`src/rtl/counter_sequencer_pkg.sv`:
```
// rtl/counter_sequencer_pkg.sv - shared state/mode encodings and default widths for counter_sequencer
package counter_sequencer_pkg;

    localparam int DEFAULT_WIDTH = 8;
    localparam int DEFAULT_EVW   = 8;

    localparam logic [1:0] MODE_UP   = 2'b00;
    localparam logic [1:0] MODE_DOWN = 2'b01;
    localparam logic [1:0] MODE_PP   = 2'b10;

    typedef enum logic [2:0] {
        ST_IDLE  = 3'd0,
        ST_LOAD  = 3'd1,
        ST_RUN   = 3'd2,
        ST_DONE  = 3'd3,
        ST_CLEAR = 3'd4
    } state_e;

endpackage

```
`src/rtl/counter_sequencer_term.sv`:
```
// rtl/counter_sequencer_term.sv - terminal-value detect (all-ones going up, zero going down)
module counter_sequencer_term #(
    parameter int WIDTH = 8
) (
    input  logic [WIDTH-1:0] cnt_do_i,
    input  logic             dir_up_i,
    output logic             term_o
);

    assign term_o = dir_up_i ? (cnt_do_i == {WIDTH{1'b1}}) : (cnt_do_i == {WIDTH{1'b0}});

endmodule

```
`src/rtl/counter_sequencer.sv`:
```
// rtl/counter_sequencer.sv - up/down/ping-pong sweep controller for the 8-bit counter; CARRY_CHECK_EN adds the carry-out checker
module counter_sequencer
    import counter_sequencer_pkg::*;
#(
    parameter int WIDTH = DEFAULT_WIDTH,
    parameter int EVW   = DEFAULT_EVW
) (
    input  logic             clk,
    input  logic             RES,
    input  logic             start,
    input  logic [1:0]       mode,
    input  logic [WIDTH-1:0] start_val,
    input  logic [EVW-1:0]   repeat_cnt,
    input  logic             abort,
    output logic             cnt_RES,
    output logic             cnt_EN,
    output logic             cnt_PL,
    output logic [WIDTH-1:0] cnt_di,
    output logic             cnt_INC,
    output logic             cnt_DEC,
    output logic             cnt_CarryIn,
    input  logic             cnt_CarryOut,
    input  logic [WIDTH-1:0] cnt_do,
    output logic             busy,
    output logic             done,
    output logic [EVW-1:0]   events,
    output logic             err
);

    state_e           state_q, state_d;
    logic [1:0]       mode_q, mode_d;
    logic [WIDTH-1:0] start_val_q, start_val_d;
    logic [EVW-1:0]   repeat_q, repeat_d;
    logic [EVW-1:0]   events_q, events_d;
    logic             dir_up_q, dir_up_d;

    logic             term;
    logic             pingpong;
    logic             up_cmd;
    logic [EVW-1:0]   events_inc;
    logic             stop_hit;

    counter_sequencer_term #(.WIDTH(WIDTH)) u_term (
        .cnt_do_i (cnt_do),
        .dir_up_i (dir_up_q),
        .term_o   (term)
    );

    assign pingpong   = (mode_q == MODE_PP);
    // A ping-pong bounce drives the reversed direction on the terminal cycle itself
    assign up_cmd     = (pingpong && term) ? !dir_up_q : dir_up_q;
    assign events_inc = (events_q == {EVW{1'b1}}) ? events_q : events_q + EVW'(1);
    assign stop_hit   = (repeat_q != '0) && (events_inc == repeat_q);

    always_ff @(posedge clk) begin
        if (RES) begin
            state_q     <= ST_IDLE;
            mode_q      <= MODE_UP;
            start_val_q <= '0;
            repeat_q    <= '0;
            events_q    <= '0;
            dir_up_q    <= 1'b1;
        end else begin
            state_q     <= state_d;
            mode_q      <= mode_d;
            start_val_q <= start_val_d;
            repeat_q    <= repeat_d;
            events_q    <= events_d;
            dir_up_q    <= dir_up_d;
        end
    end

    always_comb begin
        state_d = state_q;
        case (state_q)
            ST_IDLE:  if (start) state_d = ST_LOAD;
            ST_LOAD:  state_d = abort ? ST_CLEAR : ST_RUN;
            ST_RUN: begin
                if (abort) begin
                    state_d = ST_CLEAR;
                end else if (term && stop_hit) begin
                    state_d = ST_DONE;
                end
            end
            ST_DONE:  state_d = ST_IDLE;
            ST_CLEAR: state_d = ST_IDLE;
            default:  state_d = ST_IDLE;
        endcase
    end

    always_comb begin
        mode_d      = mode_q;
        start_val_d = start_val_q;
        repeat_d    = repeat_q;
        events_d    = events_q;
        dir_up_d    = dir_up_q;
        case (state_q)
            ST_IDLE: begin
                if (start) begin
                    // Reserved mode 11 is folded into UP at latch time
                    mode_d      = (mode == MODE_DOWN || mode == MODE_PP) ? mode : MODE_UP;
                    start_val_d = start_val;
                    repeat_d    = repeat_cnt;
                    events_d    = '0;
                    dir_up_d    = (mode != MODE_DOWN);
                end
            end
            ST_RUN: begin
                if (term) begin
                    events_d = events_inc;
                    if (pingpong) dir_up_d = !dir_up_q;
                end
            end
            default: ;
        endcase
    end

    always_comb begin
        cnt_RES     = RES;
        cnt_EN      = 1'b0;
        cnt_PL      = 1'b0;
        cnt_di      = '0;
        cnt_INC     = 1'b0;
        cnt_DEC     = 1'b0;
        cnt_CarryIn = 1'b1;
        busy        = 1'b0;
        done        = 1'b0;
        if (!RES) begin
            case (state_q)
                ST_LOAD: begin
                    cnt_EN = 1'b1;
                    cnt_PL = 1'b1;
                    cnt_di = start_val_q;
                    busy   = 1'b1;
                end
                ST_RUN: begin
                    cnt_EN      = 1'b1;
                    cnt_CarryIn = 1'b0;
                    cnt_INC     = up_cmd;
                    cnt_DEC     = !up_cmd;
                    busy        = 1'b1;
                end
                ST_DONE: begin
                    done = 1'b1;
                    busy = 1'b1;
                end
                ST_CLEAR: cnt_RES = 1'b1;
                default: ;
            endcase
        end
    end

    assign events = events_q;

`ifdef CARRY_CHECK_EN
    logic err_q, err_d;

    // Ping-pong never commands a wrap, so carry-out is only meaningful in UP/DOWN
    always_comb begin
        err_d = err_q;
        if (state_q == ST_IDLE && start) begin
            err_d = 1'b0;
        end else if (state_q == ST_RUN && !pingpong && (cnt_CarryOut != term)) begin
            err_d = 1'b1;
        end
    end

    always_ff @(posedge clk) begin
        if (RES) begin
            err_q <= 1'b0;
        end else begin
            err_q <= err_d;
        end
    end

    assign err = err_q;
`else
    logic carry_unused;
    assign carry_unused = cnt_CarryOut;
    assign err          = 1'b0;
`endif

endmodule

```
`config.mk`:
```
export PLATFORM = sky130hd
export DESIGN_NAME = counter_sequencer
export DESIGN_NICKNAME = d
export VERILOG_FILES = /design/src/rtl/counter_sequencer_pkg.sv /design/src/rtl/counter_sequencer_term.sv /design/src/rtl/counter_sequencer.sv
export SDC_FILE = /design/constraint.sdc
export NUM_CORES = 1
export LEC_CHECK = 0
export CAP_MARGIN = 15
export CORE_ASPECT_RATIO = 1.5
export CORE_MARGIN = 3
export CORE_UTILIZATION = 49
export DETAILED_ROUTE_END_ITERATION = 12
export PLACE_DENSITY = 0.84
export SLEW_MARGIN = 20
export SYNTH_ARGS = -nofsm -noshare
export SYNTH_HDL_FRONTEND = slang
export SYNTH_SLANG_ARGS = --single-unit
```
`constraint.sdc`:
```
create_clock -name clk -period 5.1 [get_ports clk]
set_input_delay 0.51 -clock clk [delete_from_list [all_inputs] [get_ports clk]]
set_output_delay 0.51 -clock clk [all_outputs]
set_load 0.02 [all_outputs]
```
======== Yosys cells after proc, flatten, opt, wreduce, memory -nomap -nowiden ========
Index checks and enable logic that the tools add are counted.
cells by class
  add/sub/neg operators ................... 1
  equality and inequality tests ........... 15
  muxes and demuxes ....................... 34
  reductions and logical operators ........ 16
operators by type and width
  kind                 number
  $mux 8               5
  $mux 1               21
  $eq 8x8->1 const B   2
  $pmux 8 s2           1
  $mux 3               4
  $pmux 3 s3           1
  $add 8x1->8 const B  1
  $eq 8x8->1           1
  $logic_not 8->1      1
  $reduce_bool 8->1    1
  $eq 3x2->1 const B   2
  $ne 2x2->1 const B   3
  $eq 2x2->1 const B   2
  $reduce_and 2->1     2
  $reduce_and 4->1     1
  $eq 3x1->1 const B   1
  $eq 3x3->1 const B   1
  $logic_and 1x1->1    3
  $logic_not 3->1      1
  $ne 3x3->1 const B   1
  $reduce_and 3->1     1
  $reduce_or 3->1      1
  $eq 2x1->1 const B   1
  $logic_not 1->1      2
  other kinds (6)      6
word-level totals
  register bits ........................... 30
  bits of input ports ..................... 31
  output and inout port bits .............. 25

======== Logic depth before layout (Yosys ltp) ========
  word-level depth ........................ 8
  depth in mapped cells ................... 9
  depth with buffers taken out ............ 7

======== By module ========
Synthesis repeated with hierarchy kept, for this count alone.
second synthesis, totals
  cells, all modules ...................... 224
  area, all modules ....................... 1681.6 um^2
by module, submodules not included
  module                  times used  cells an instance  area an instance (um^2)  seq. area each (um^2)
  counter_sequencer       1           216                1639.1                   600.6
  counter_sequencer_term  1           8                  42.5                     0.0

======== Worst setup path after synthesis ========
OpenSTA, ideal clock, no wires.
  kind .................................... input -> output
  from .................................... in cnt_do[4]
  to ...................................... out cnt_INC
  arrival time ............................ 1.773 ns
  data required time ...................... 4.590 ns
  setup slack ............................. 2.817 ns
  cell stages on the path ................. 6
  path buffers ............................ 0
  cell sequence ........................... nand4_1 -> or3_1 -> and2_4 -> nand2b_1 -> xnor2_1 -> nor2b_1
on the way
  word-level cells in the longest chain between the ends .. 6
ends and longest elaborated chain
  what                                           line                          text
  start, declared                                counter_sequencer.sv:23       input logic [WIDTH-1:0] cnt_do,
  $eq 8x8->1 or $logic_not 8->1 (tied branches)  counter_sequencer_term.sv:10  assign term_o = dir_up_i ? (cnt_do_i == {WIDTH{1'b1}}) : (cnt_do_i == {WIDTH{1'b0}});
  $mux 1 *                                       counter_sequencer_term.sv:10
  $logic_and 1x1->1 *                            counter_sequencer.sv:51       assign up_cmd = (pingpong && term) ? !dir_up_q : dir_up_q;
  $mux 1 *                                       counter_sequencer.sv:51
  $mux 1 *                                       counter_sequencer.sv:129      case (state_q)
  $mux 1 *                                       counter_sequencer.sv:128      if (!RES) begin
  end, declared                                  counter_sequencer.sv:19       output logic cnt_INC,
Every way passes the cells marked *; elsewhere a longest branch is shown, timed or not.

======== Final worst setup path ========
  from .................................... in cnt_do[5]
  to ...................................... out cnt_INC
Same word-level chain as after synthesis.

==> results.toml <==
[worst_setup_path]
crit_path_end_kind = "output pin"
cpMaxStageDelayCell = "clkdlybuf4s50_1"
critical_path.startpoint_type = "input port"
crit_top_cell = "clkdlybuf4s50_1"
crit_chain = "clkdlybuf4s50_1, nand4_1, or3_1, and2_4, nand2b_1, xnor2_1, nor2b_1, clkdlybuf4s50_1"
critPathRequiredTime_ns = 4.59
cp_top_family = "buffers and inverters"
max_stage_delay_ns = 0.62
arrival_ns = 2.79
path_max_fanout = 6
crit_buf_inv = 2
critPathKind = "in2out"

[sta]
maxSlewHeadroom = 0.6457
slew_viol_final = 0
setup_viol = 0
rsz0062_at_grt = "no"
fmaxAchievable_mhz = 303.2
period_minus_slack_ns = 3.298
finalHoldViolations = 0
fin_hold_ws_ns = 0.4484
timing.final.crit_share = 0.6466
tightest_slew_ns = 0.5314
tns_ns = 0
skew_ns = 0.005691
setup_ws_ns = 1.802

[cts]
worstSkewPairLatency_ns = 0.28
cts-htree-levels = 2
cts-resized-gates = 0
cts_buffers = 5
clock-sinks = 30
hold_buffers = 0
postCtsSetupBuffers = 0
cts_buffer_depth = 2
cts_tree = "yes"
cts_root_buf = "clkbuf_8"
clk_pin_slew_ns = 0.06

[power]
power.density_nw_per_um2 = 231.8
report.power.total_uw = 539.7
leakagePower_uw = 0.0008140
ir_worst_vdd_mv = 0.2450

[detailed_routing]
via_per_inst = 5.668
dr.first_iter.drc_count = 51
detail-route-antenna-nets = 0
vias = 1757
wire_per_inst_um = 14.19
routed_wl_mm = 4.398
drc = 0
first_pass_iters = 4

[placement]
dp.final_hpwl_mm = 3.087
portBuffers = 53
gp_congestion = 0.8889
pre_cts_ws_ns = 1.785
dp.cells = 302

[synthesis]
postSynthCellCount = 223
synth-edff-count = 0
yosys_register_bits = 30
synthAdderAreaFrac = 0.007236
ys_seq_area_frac = 0.3473
synth_xor_area_frac = 0.06585
synthMuxAreaShare = 0.01158
synth_compound_area_frac = 0.1809
ys.flop_type = "dfxtp_1"
synthSimpleGateAreaFrac = 0.3300
synth_cell_type_count = 48
synthArstFlopShare = 0
synth_top_family_by_area = "simple AND/OR/NAND/NOR gates"
ys_warn_count = 0
avgSynthCellArea_um2 = 7.754
syn_area_um2 = 1729
synth.net_count = 255

[grt]
first_global_vias = 1682
grt_max_degree = 33
overflow = 0
grt_usage = 0.2307
antenna_found_initial = 0
grt_pass1_wl_mm = 7.410

[cells_and_area]
nets = 301
multi_input_area_um2 = 1033
final_cell_mix = "53 x clkdlybuf4s50_1, 45 x nand2_1, 30 x dfxtp_1"
regArea_um2 = 600.6
final_common_cell = "clkdlybuf4s50_1"
area_growth_pct = 34.66
num_antenna_cells = 0
layout.cells.non_filler = 310
fill_cells = 276
drive_gt1_frac = 0.07778

[die]
die_w_um = 54.51
die-area_um2 = 4293
rows = 25
io_pins = 56
die_y_um = 78.76
start_util = 0.5315
core-area_um2 = 3253

[job]
drv_cap = 0

[hold_path]
hold_class = "reg2reg"

[status]
outcome = "complete, no violations"
-- cell families after synthesis --
kind of cell / after synthesis
and+or+nand+nor: 110
AOI/OAI and AO/OA: 49
DFF: 30
buffers and inverters: 17
xor gates and xnor gates: 13
muxes: 2
adders and majority gates: 1
other: 1
-- Yosys cell counts (2+ instances only) --
cell type / number / area share
mux2i_1: 2 / 0.012
and2_1: 9 / 0.033
and3_1: 2 / 0.0072
nor2b_1: 3 / 0.011
dfxtp_1: 30 / 0.35
nor3_1: 9 / 0.026
a31oi_1: 3 / 0.011
nor2_1: 10 / 0.022
nor3b_1: 2 / 0.0087
nor4_1: 5 / 0.018
nand2_1: 45 / 0.098
nand4_1: 5 / 0.018
clkbuf_1: 7 / 0.015
or4_1: 2 / 0.0087
buf_2: 4 / 0.012
nand3_1: 5 / 0.014
a21oi_1: 29 / 0.084
buf_6: 2 / 0.013
o21ai_0: 5 / 0.014
buf_4: 3 / 0.013
nand3b_1: 3 / 0.013
xor2_1: 2 / 0.010
xnor2_1: 11 / 0.056
-- layout make-up --
cell class / count / area share
multi-input combinational: 176 / 0.4438
clock buffer: 6 / 0.03546
timing repair buffer: 55 / 0.2343
sequential: 30 / 0.2579
clock inverter: 2 / 0.005373
tap: 40 / 0.02149
inverter: 1 / 0.001612
-- tightest hold or removal path, cell delays in order, from the launching register on --
cell and delay, ns:
dfxtp_1 0.30, nand2_1 0.05, a21oi_1 0.05
-- final timing paths --
kind	startpoint	slack, ns	to	cells after the start
worst max register to register	events[0]$_SDFFE_PP0P_	2.99	state_q[0]$_SDFFE_PP0P_	7
worst max-delay path	cnt_do[5]	1.80	cnt_INC	8
worst min register to register	start_val_q[0]$_SDFFE_PP0P_	0.45	start_val_q[0]$_SDFFE_PP0P_	2
worst min-delay path	start_val_q[0]$_SDFFE_PP0P_	0.45	start_val_q[0]$_SDFFE_PP0P_	2
-- sequential cells by signal, summed over array words and instances (netlist names) --
| signal | count |
|---|---|
| events | 8 |
| repeat_q | 8 |
| start_val_q | 8 |
| state_q | 3 |
| mode_q | 2 |
| dir_up_q | 1 |
-- stage by stage --
step | cell area (um2) | utilization
global route | 2328 | 0.7158
global placement | 2233 | 0.6865
finish | 2328 | 0.7158
detailed placement | 2233 | 0.6865
CTS | 2328 | 0.7158
floorplan | 1729 | -
-- power breakdown --
| group | internal, uW | switching, uW | leakage (uW) |
|---|---|---|---|
| clock network | 108 | 91.5 | 0.0000472 |
| logic | 43.9 | 41.6 | 0.000522 |
| registers | 245 | 9.32 | 0.000245 |
-- metal layers --
layer / track usage / wire length [um]
met1: 0.2494 / 1758
met4: 0.1172 / 88
met5: 0 / 0
met2: 0.4017 / 2318
met3: 0.04690 / 232
(Power assumes the default switching activity.)
